===== config.mk =====
export PLATFORM = sky130hd
export DESIGN_NAME = spi_reg_responder
export DESIGN_NICKNAME = d
export VERILOG_FILES = /design/src/rtl/spi_reg_responder.sv
export SDC_FILE = /design/constraint.sdc
export NUM_CORES = 1
export LEC_CHECK = 0
export CAP_MARGIN = 25
export CORE_MARGIN = 2
export CORE_UTILIZATION = 30
export CTS_CLUSTER_SIZE = 12
export DETAILED_ROUTE_END_ITERATION = 16
export PLACE_DENSITY_LB_ADDON = 0.12
export SLEW_MARGIN = 20
export SYNTH_ARGS = -nofsm -noshare
export SYNTH_HDL_FRONTEND = slang
export SYNTH_SLANG_ARGS = --single-unit

===== constraint.sdc =====
create_clock -name sysclk -period 4.5 [get_ports sysclk]
set_clock_uncertainty 0.2 [all_clocks]
set_input_delay 0.675 -clock sysclk [delete_from_list [all_inputs] [get_ports sysclk]]
set_output_delay 0.675 -clock sysclk [all_outputs]
set_load 0.02 [all_outputs]

===== src/rtl/spi_reg_responder.sv =====
// spi_reg_responder: SPI mode-0 target with a small byte-wide register file.
// Frame is 16 bits MSB first: R/nW, 7-bit address, 8-bit data.
// Every SPI input is brought into the sysclk domain through a 2-flop synchroniser.
// Optional feature macro: SPI_RESP_ERRCNT_EN adds a saturating abort counter at 0x04.
// Handshake: wr_strobe is a one-cycle pulse; wr_addr/wr_data are valid in that
// same cycle and hold until the next committed write.
module spi_reg_responder #(
    parameter logic [7:0] ID_VALUE   = 8'hA5,
    parameter logic [7:0] CTRL_RESET = 8'h00
) (
    input  logic       sysclk,
    input  logic       reset_INV,
    input  logic       spi_clk,
    input  logic       spi_mosi,
    input  logic       spi_cs_INV,
    output logic       spi_miso,
    input  logic [7:0] status_in,
    output logic [7:0] ctrl_out,
    output logic       wr_strobe,
    output logic [6:0] wr_addr,
    output logic [7:0] wr_data,
    output logic       frame_active
);

    logic       sclk_s1_q, sclk_s2_q, sclk_prev_q;
    logic       cs_s1_q, cs_s2_q, cs_prev_q;
    logic       mosi_s1_q, mosi_s2_q;

    logic       armed_q, armed_d;
    logic [1:0] settle_q, settle_d;
    logic [4:0] bit_cnt_q, bit_cnt_d;
    logic [14:0] rx_q, rx_d;
    logic [7:0] tx_q, tx_d;
    logic       miso_q, miso_d;
    logic [7:0] ctrl_q, ctrl_d;
    logic [7:0] scratch_q, scratch_d;
    logic       strobe_q, strobe_d;
    logic [6:0] waddr_q, waddr_d;
    logic [7:0] wdata_q, wdata_d;

    logic       sclk_rise, sclk_fall, frame_en;
    logic [6:0] rd_addr, wr_tgt;
    logic [7:0] rd_value, wr_val;

`ifdef SPI_RESP_ERRCNT_EN
    logic [7:0] errcnt_q, errcnt_d;
    logic       abort;
`endif

    // Synchronisers and previous-value flops for edge detection; reset to idle bus.
    always_ff @(posedge sysclk) begin
        if (!reset_INV) begin
            sclk_s1_q   <= 1'b0;
            sclk_s2_q   <= 1'b0;
            sclk_prev_q <= 1'b0;
            cs_s1_q     <= 1'b1;
            cs_s2_q     <= 1'b1;
            cs_prev_q   <= 1'b1;
            mosi_s1_q   <= 1'b0;
            mosi_s2_q   <= 1'b0;
        end else begin
            sclk_s1_q   <= spi_clk;
            sclk_s2_q   <= sclk_s1_q;
            sclk_prev_q <= sclk_s2_q;
            cs_s1_q     <= spi_cs_INV;
            cs_s2_q     <= cs_s1_q;
            cs_prev_q   <= cs_s2_q;
            mosi_s1_q   <= spi_mosi;
            mosi_s2_q   <= mosi_s1_q;
        end
    end

    assign sclk_rise = sclk_s2_q & ~sclk_prev_q;
    assign sclk_fall = ~sclk_s2_q & sclk_prev_q;
    // Frames are only accepted once chip select has been seen high after reset.
    assign frame_en  = armed_q & ~cs_s2_q;
    // Address is complete when the 8th bit arrives: 6 bits held plus the live MOSI bit.
    assign rd_addr   = {rx_q[5:0], mosi_s2_q};
    // Write target/data are complete when the 16th bit arrives.
    assign wr_tgt    = rx_q[13:7];
    assign wr_val    = {rx_q[6:0], mosi_s2_q};

    // Read multiplexer for the register map; unmapped addresses read zero.
    always_comb begin
        rd_value = 8'h00;
        case (rd_addr)
            7'h00:   rd_value = ID_VALUE;
            7'h01:   rd_value = status_in;
            7'h02:   rd_value = ctrl_q;
            7'h03:   rd_value = scratch_q;
`ifdef SPI_RESP_ERRCNT_EN
            7'h04:   rd_value = errcnt_q;
`endif
            default: rd_value = 8'h00;
        endcase
    end

`ifdef SPI_RESP_ERRCNT_EN
    // A frame exists from its first rising edge; chip select rising before the 16th aborts it.
    assign abort = armed_q & cs_s2_q & ~cs_prev_q & (bit_cnt_q != 5'd0) & (bit_cnt_q < 5'd16);
`endif

    // Frame sequencing: bit counting, shift registers, MISO drive and write commit.
    always_comb begin
        armed_d   = armed_q;
        settle_d  = settle_q;
        bit_cnt_d = bit_cnt_q;
        rx_d      = rx_q;
        tx_d      = tx_q;
        miso_d    = miso_q;
        ctrl_d    = ctrl_q;
        scratch_d = scratch_q;
        strobe_d  = 1'b0;
        waddr_d   = waddr_q;
        wdata_d   = wdata_q;
`ifdef SPI_RESP_ERRCNT_EN
        errcnt_d  = errcnt_q;
        if (abort && errcnt_q != 8'hFF) errcnt_d = errcnt_q + 8'd1;
`endif
        // Wait two cycles after reset so the synchronised CS reflects the pin.
        if (settle_q != 2'd2) settle_d = settle_q + 2'd1;
        if (settle_q == 2'd2 && cs_s2_q) armed_d = 1'b1;

        if (!frame_en) begin
            bit_cnt_d = 5'd0;
            rx_d      = 15'd0;
            tx_d      = 8'd0;
            miso_d    = 1'b0;
        end else begin
            if (sclk_rise && bit_cnt_q < 5'd16) begin
                rx_d      = {rx_q[13:0], mosi_s2_q};
                bit_cnt_d = bit_cnt_q + 5'd1;
                if (bit_cnt_q == 5'd7) tx_d = rx_q[6] ? rd_value : 8'h00;
                if (bit_cnt_q == 5'd15 && !rx_q[14]) begin
                    case (wr_tgt)
                        7'h02: begin ctrl_d = wr_val; strobe_d = 1'b1; end
                        7'h03: begin scratch_d = wr_val; strobe_d = 1'b1; end
`ifdef SPI_RESP_ERRCNT_EN
                        7'h04: begin errcnt_d = 8'h00; strobe_d = 1'b1; end
`endif
                        default: strobe_d = 1'b0;
                    endcase
                    if (strobe_d) begin
                        waddr_d = wr_tgt;
                        wdata_d = wr_val;
                    end
                end
            end
            if (sclk_fall) begin
                if (bit_cnt_q >= 5'd8 && bit_cnt_q <= 5'd15) begin
                    miso_d = tx_q[7];
                    tx_d   = {tx_q[6:0], 1'b0};
                end else begin
                    miso_d = 1'b0;
                end
            end
        end
    end

    // Frame state and register file.
    always_ff @(posedge sysclk) begin
        if (!reset_INV) begin
            armed_q   <= 1'b0;
            settle_q  <= 2'd0;
            bit_cnt_q <= 5'd0;
            rx_q      <= 15'd0;
            tx_q      <= 8'd0;
            miso_q    <= 1'b0;
            ctrl_q    <= CTRL_RESET;
            scratch_q <= 8'h00;
            strobe_q  <= 1'b0;
            waddr_q   <= 7'h00;
            wdata_q   <= 8'h00;
`ifdef SPI_RESP_ERRCNT_EN
            errcnt_q  <= 8'h00;
`endif
        end else begin
            armed_q   <= armed_d;
            settle_q  <= settle_d;
            bit_cnt_q <= bit_cnt_d;
            rx_q      <= rx_d;
            tx_q      <= tx_d;
            miso_q    <= miso_d;
            ctrl_q    <= ctrl_d;
            scratch_q <= scratch_d;
            strobe_q  <= strobe_d;
            waddr_q   <= waddr_d;
            wdata_q   <= wdata_d;
`ifdef SPI_RESP_ERRCNT_EN
            errcnt_q  <= errcnt_d;
`endif
        end
    end

    assign spi_miso     = miso_q;
    assign ctrl_out     = ctrl_q;
    assign wr_strobe    = strobe_q;
    assign wr_addr      = waddr_q;
    assign wr_data      = wdata_q;
    assign frame_active = ~cs_s2_q;

endmodule

# Yosys cells after proc, flatten, opt, wreduce, memory -nomap -nowiden
# Cells that the tools add are included.
# totals
ff_bits,71
latchBits,0
ramBits,0
mem_bits_ro,0
in_bits,13
out_inout_bits,26
word_cells,61
n_memories,0
# classes
add_sub_neg,2
multipliers,0
div_mod_pow,0
order_cmp,3
n_eq_ne,9
n_shift,0
n_mux,11
n_bitwise,6
n_reduce_logical,12
# op_table
operator,count
$mux W8,5
$pmux W8 S4,1
$eq A7 B2 Y1 const B,4
$reduce_and A4 Y1,4
$eq A7 B1 Y1 const B,1
$logic_not A7 Y1,1
$add A5 B1 Y5 const B,1
$eq A5 B3 Y1 const B,1
$eq A5 B4 Y1 const B,1
$ge A5 B4 Y1 const B,1
$le A5 B4 Y1 const B,1
$lt A5 B5 Y1 const B,1
$mux W1,5
$logic_and A1 B1 Y1,4
$and A1 B1 Y1,3
$not A1 Y1,3
$add A2 B1 Y2 const B,1
$eq A2 B2 Y1 const B,1
$ne A2 B2 Y1 const B,1
$reduce_and A2 Y1,1
$reduce_or A2 Y1,1
$logic_not A1 Y1,1

# Depth between registers and ports, before layout
# depth
ltp_word,7
depth_mapped,9
depth_no_buf,7

# Worst setup path before layout
# No wires, ideal clock.
# synth_timing
path_type,flip-flop to flip-flop
start,register bit_cnt_q[0]
end,"register wdata_q[5], in the netlist wr_data[5]"
setup_ps,128
t_arrival_ps,1819
required_time_ps,4172
setup_slack_ps,2353
path_stages_with_launch,10
synth_period_minus_slack_ps,2147
cell_sequence,dfxtp_1 > ha_1 > and3_1 > ha_1 > nor4b_2 > nand4_1 > buf_4 > buf_1 > mux2i_1 > nor2_1
# synth_between
elab_chain_len,3
elab_cells_between_ends,5
classes_between,order compare (1); eq/ne (1); reduce/logical (3)
# synth_rtl
item,line,rtl
"start, declared",31,"logic [4:0] bit_cnt_q, bit_cnt_d;"
"start signal, assigned",180,bit_cnt_q <= bit_cnt_d;
$lt A5 B5 Y1 / $eq A5 B4 Y1 (equally long branches),"130, 134",
"$logic_and A1 B1 Y1, on equally long branches","130, 134",
$reduce_and A4 Y1 (no line) *,--,
"end signal, assigned",188,wdata_q <= wdata_d;
"end, declared",39,"logic [7:0] wdata_q, wdata_d;"
# Every way passes the cells marked *; elsewhere a longest branch is shown, timed or not.
# A chain may end at the register's enable or synchronous reset.

# Final worst setup path
# layout_timing
start,register bit_cnt_q[0]
end,register scratch_q[4]
# layout_between
elab_chain_len,3
elab_cells_between_ends,5
classes_between,order compare (1); eq/ne (1); reduce/logical (3)
# layout_rtl
item,line,rtl
$lt A5 B5 Y1 / $eq A5 B4 Y1 (equally long branches),"130, 134",
"$logic_and A1 B1 Y1, on equally long branches","130, 134",
$reduce_and A4 Y1 (no line) *,--,
"end signal, assigned",185,scratch_q <= scratch_d;
"end, declared",36,"logic [7:0] scratch_q, scratch_d;"
# Marked as above.

==> summary.md <==
| Metric | Value |
|---|---|
| Most frequent cells in the layout | 76 x nand2_1, 71 x dfxtp_1, 38 x clkdlybuf4s50_1, 28 x mux2i_1, 23 x a21oi_1 |
| Tmin final | 2.59 ns |
| Io pins | 39 |
| Core area | 0.00920 mm² |
| CTS tree | yes |
| Final critical-path share of the clock period | 57.6% |
| Clock H-tree levels | 3 |
| Adder-cell share of the synthesized area | 1.76% |
| Clk_lat worst skew | 0.35 ns |
| Mapped cell area | 0.00284 mm² |
| Mux share of post-synthesis cell area | 11.5% |
| Status | finished clean |
| Worst Hold Depth | 1 |
| Initial antenna violation count | 0 |
| Commonest non-fill, non-tap cell in the layout | nand2_1 |
| Layout cell share with drive strength beyond 1 | 8.52% |
| R2r worst-path depth | 7 |
| Worst r2r src | bit_cnt_q[0] |
| Final Routed Wirelength | 6.32 mm |
| Crit path kind | flop to flop |
| RSZ-0062 raised after global routing | no |
| Largest net degree at the start of global routing | 38 |
| 1st-iter DRT viols | 61 |
| Net count, final | 364 |
| Worst stage delay on the critical path | 0.55 ns |
| Synth Area in Simple Gates | 21.4% |
| Hold-fix buffers at CTS | 0 |
| Diode count | 0 |
| Num CTS Buffers | 9 |
| Cells after Synth | 313 |
| Max clock buf depth | 2 |
| Hold path start | cs_s1_q |
| Post-Layout Cell Count | 463 |
| Critical Path End Type | flop |
| Post-placement cell count | 447 |
| Port bufs | 38 |
| Hold Path End | cs_s2_q |
| Die Ht | 101 µm |
| First-pass GRT wire length | 10.4 mm |
| Synthesis-to-layout area growth | 24.4% |
| P_leak | 0.00128 µW |
| Slew HR | 49.9% |
| Max Slew Vio Count | 0 |
| Die width | 101 µm |
| Post-synthesis sequential area ratio | 50.1% |
| FMAX | 0.386 GHz |
| Critical path arrival | 2.61 ns |
| Post-synthesis compound-gate area fraction | 10.1% |
| Clk slew on worst S/H paths | 0.08 ns |
| Final hold vios | 0 |
| Post-CTS Resized | 0 |
| Mean Syn Cell Area | 9.07 µm² |
| Critical path peak fanout | 9 |
| Crit start category | flop |
| Reg2Reg Setup Slack | 1.91 ns |
| Power Density | 365 mW/mm² |
| Largest family of logic cells by synthesized area | simple AND/OR/NAND/NOR gates |
| Hold slack | 0.210 ns |
| Slowest CP cell | or2_1 |
| Unique masters post-synth | 35 |
| Total global routing track utilization | 13.2% |
| Actual slew at the worst max-slew pin | 0.750 ns |
| Syn Nets | 330 |
| First drt pass iteration count | 4 |
| Initial Util | 30.9% |
| Via density | 4.69 |
| Clock sinks | 71 |
| Required @ worst endpoint | 4.52 ns |
| Die area | 0.0103 mm² |
| Post-DP HPWL | 4.28 mm |
| FP Rows | 35 |
| Final setup vio count | 0 |
| Most common cell on crit path | ha_1 |
| Post-route ant nets | 0 |
| Wire per inst | 13.6 µm |
| FF-to-FF End | scratch_q[4] |
| Critical path cell sequence | ha_1 > and3_1 > ha_1 > nor4b_2 > nand4_1 > or2_1 > mux2i_1 |
| Worst VDD drop | 179 µV |
| Post-Synth XOR/XNOR Area | 0.926% |
| Total number of yosys warnings | 0 |
| Root buf cell | clkbuf_8 |
| DRC Markers | 0 |
| Setup TNS | 0 ns |
| Hold crit path type | flop to flop |
| Via Count | 2170 |
| Gpl congestion | 0.740 |
| Post-synthesis register bit count | 71 |
| GR Overflow Total | 0 |
| Setup repair bufs after CTS | 0 |
| Max cap viols | 0 |
| Vias in the first global route | 2029 |
==> registers in the layout, indices dropped and copies added (netlist names) <==
signal       cells
rx_q            15
ctrl_out         8
scratch_q        8
tx_q             8
wr_data          8
wr_addr          7
bit_cnt_q        5
settle_q         2
armed_q          1
cs_s1_q          1
cs_s2_q          1
mosi_s1_q        1
mosi_s2_q        1
sclk_prev_q      1
sclk_s1_q        1
sclk_s2_q        1
spi_miso         1
wr_strobe        1
==> cell usage after synthesis (all sizes together) <==
library cell	number	area, µm²
nand2	76	285
o21ai	7	35.0
nor4b	2	30.0
dfxtp	71	1420
a31oi	8	50.1
and2	7	43.8
o2111ai	4	35.0
buf	8	43.8
clkbuf	10	38.8
o221ai	1	8.76
mux2	4	45.0
xor2	3	26.3
nand4	2	12.5
a22o	4	35.0
or4b	1	13.8
o22a	1	8.76
nand3	4	20.0
nor3b	1	7.51
and4bb	1	12.5
or2	1	6.26
inv	10	37.5
a21oi	23	115
nor2b	4	25.0
nand2b	4	25.0
nor2	17	71.3
ha	4	50.1
mux2i	28	280
nor3	1	16.3
and3	6	37.5
==> critical path: cells and delay by family, from the launching register on <==
family,cells,cell delay (ns)
simple gates,4,1.29
flops,1,0.40
fa+ha+maj,2,0.38
mux,1,0.18
==> metal layers <==
layer	up-vias	GRT usage, %	wire length (µm)
met5	-	0	0
met4	0	6.24	121
met3	10	4.00	254
met2	28	19.9	2780
met1	1005	17.3	3160
li1	1127	-	-
==> metrics by stage <==
step	power, µW	util, %	setup slack, ns	instance area (µm²)
after CTS	1310	38.3	1.89	3520
after global placement	733	35.9	1.97	3300
final	1290	38.4	1.91	3530
after detailed placement	735	35.9	1.91	3300
after global routing	1340	38.4	1.68	3530
after floorplan	710	-	2.35	2840
==> worst max-delay path by stage <==
stage,startpoint,to,slack [ns],cells after the start
final,bit_cnt_q[0],scratch_q[4],1.91,7
after detailed placement,bit_cnt_q[0],scratch_q[1],1.91,7
after floorplan,bit_cnt_q[0],wr_data[5],2.35,9
after global placement,bit_cnt_q[1],scratch_q[0],1.97,7
after global routing,bit_cnt_q[1],scratch_q[3],1.68,7
after CTS,bit_cnt_q[0],scratch_q[7],1.89,7
==> cells by family (layout without fill, tap and decap cells) <==
| group | after synthesis | in the layout |
|---|---|---|
| xor+xnor | 3 | 3 |
| buf+inv | 28 | 67 |
| compound gates | 48 | 48 |
| simple gates | 127 | 127 |
| flops | 71 | 71 |
| mux | 32 | 32 |
| fa+ha+maj | 4 | 4 |
==> report_power, final <==
part           internal (µW)  total, µW  switching, µW
Clock                    327        570            242
Sequential               642        651           9.08
Combinational           31.5       67.6           36.1
Total                   1000       1290            287
==> cell type report <==
cell class | instances | area [µm²]
inverters | 10 | 37.5
clock inverters | 5 | 81.3
clock buffers | 11 | 141
fillers | 942 | 5670
flip-flops and latches | 71 | 1420
multi-input cells | 214 | 1310
well taps | 111 | 139
repair buffers | 41 | 403
Note: power is estimated with default switching activity, not from simulation.
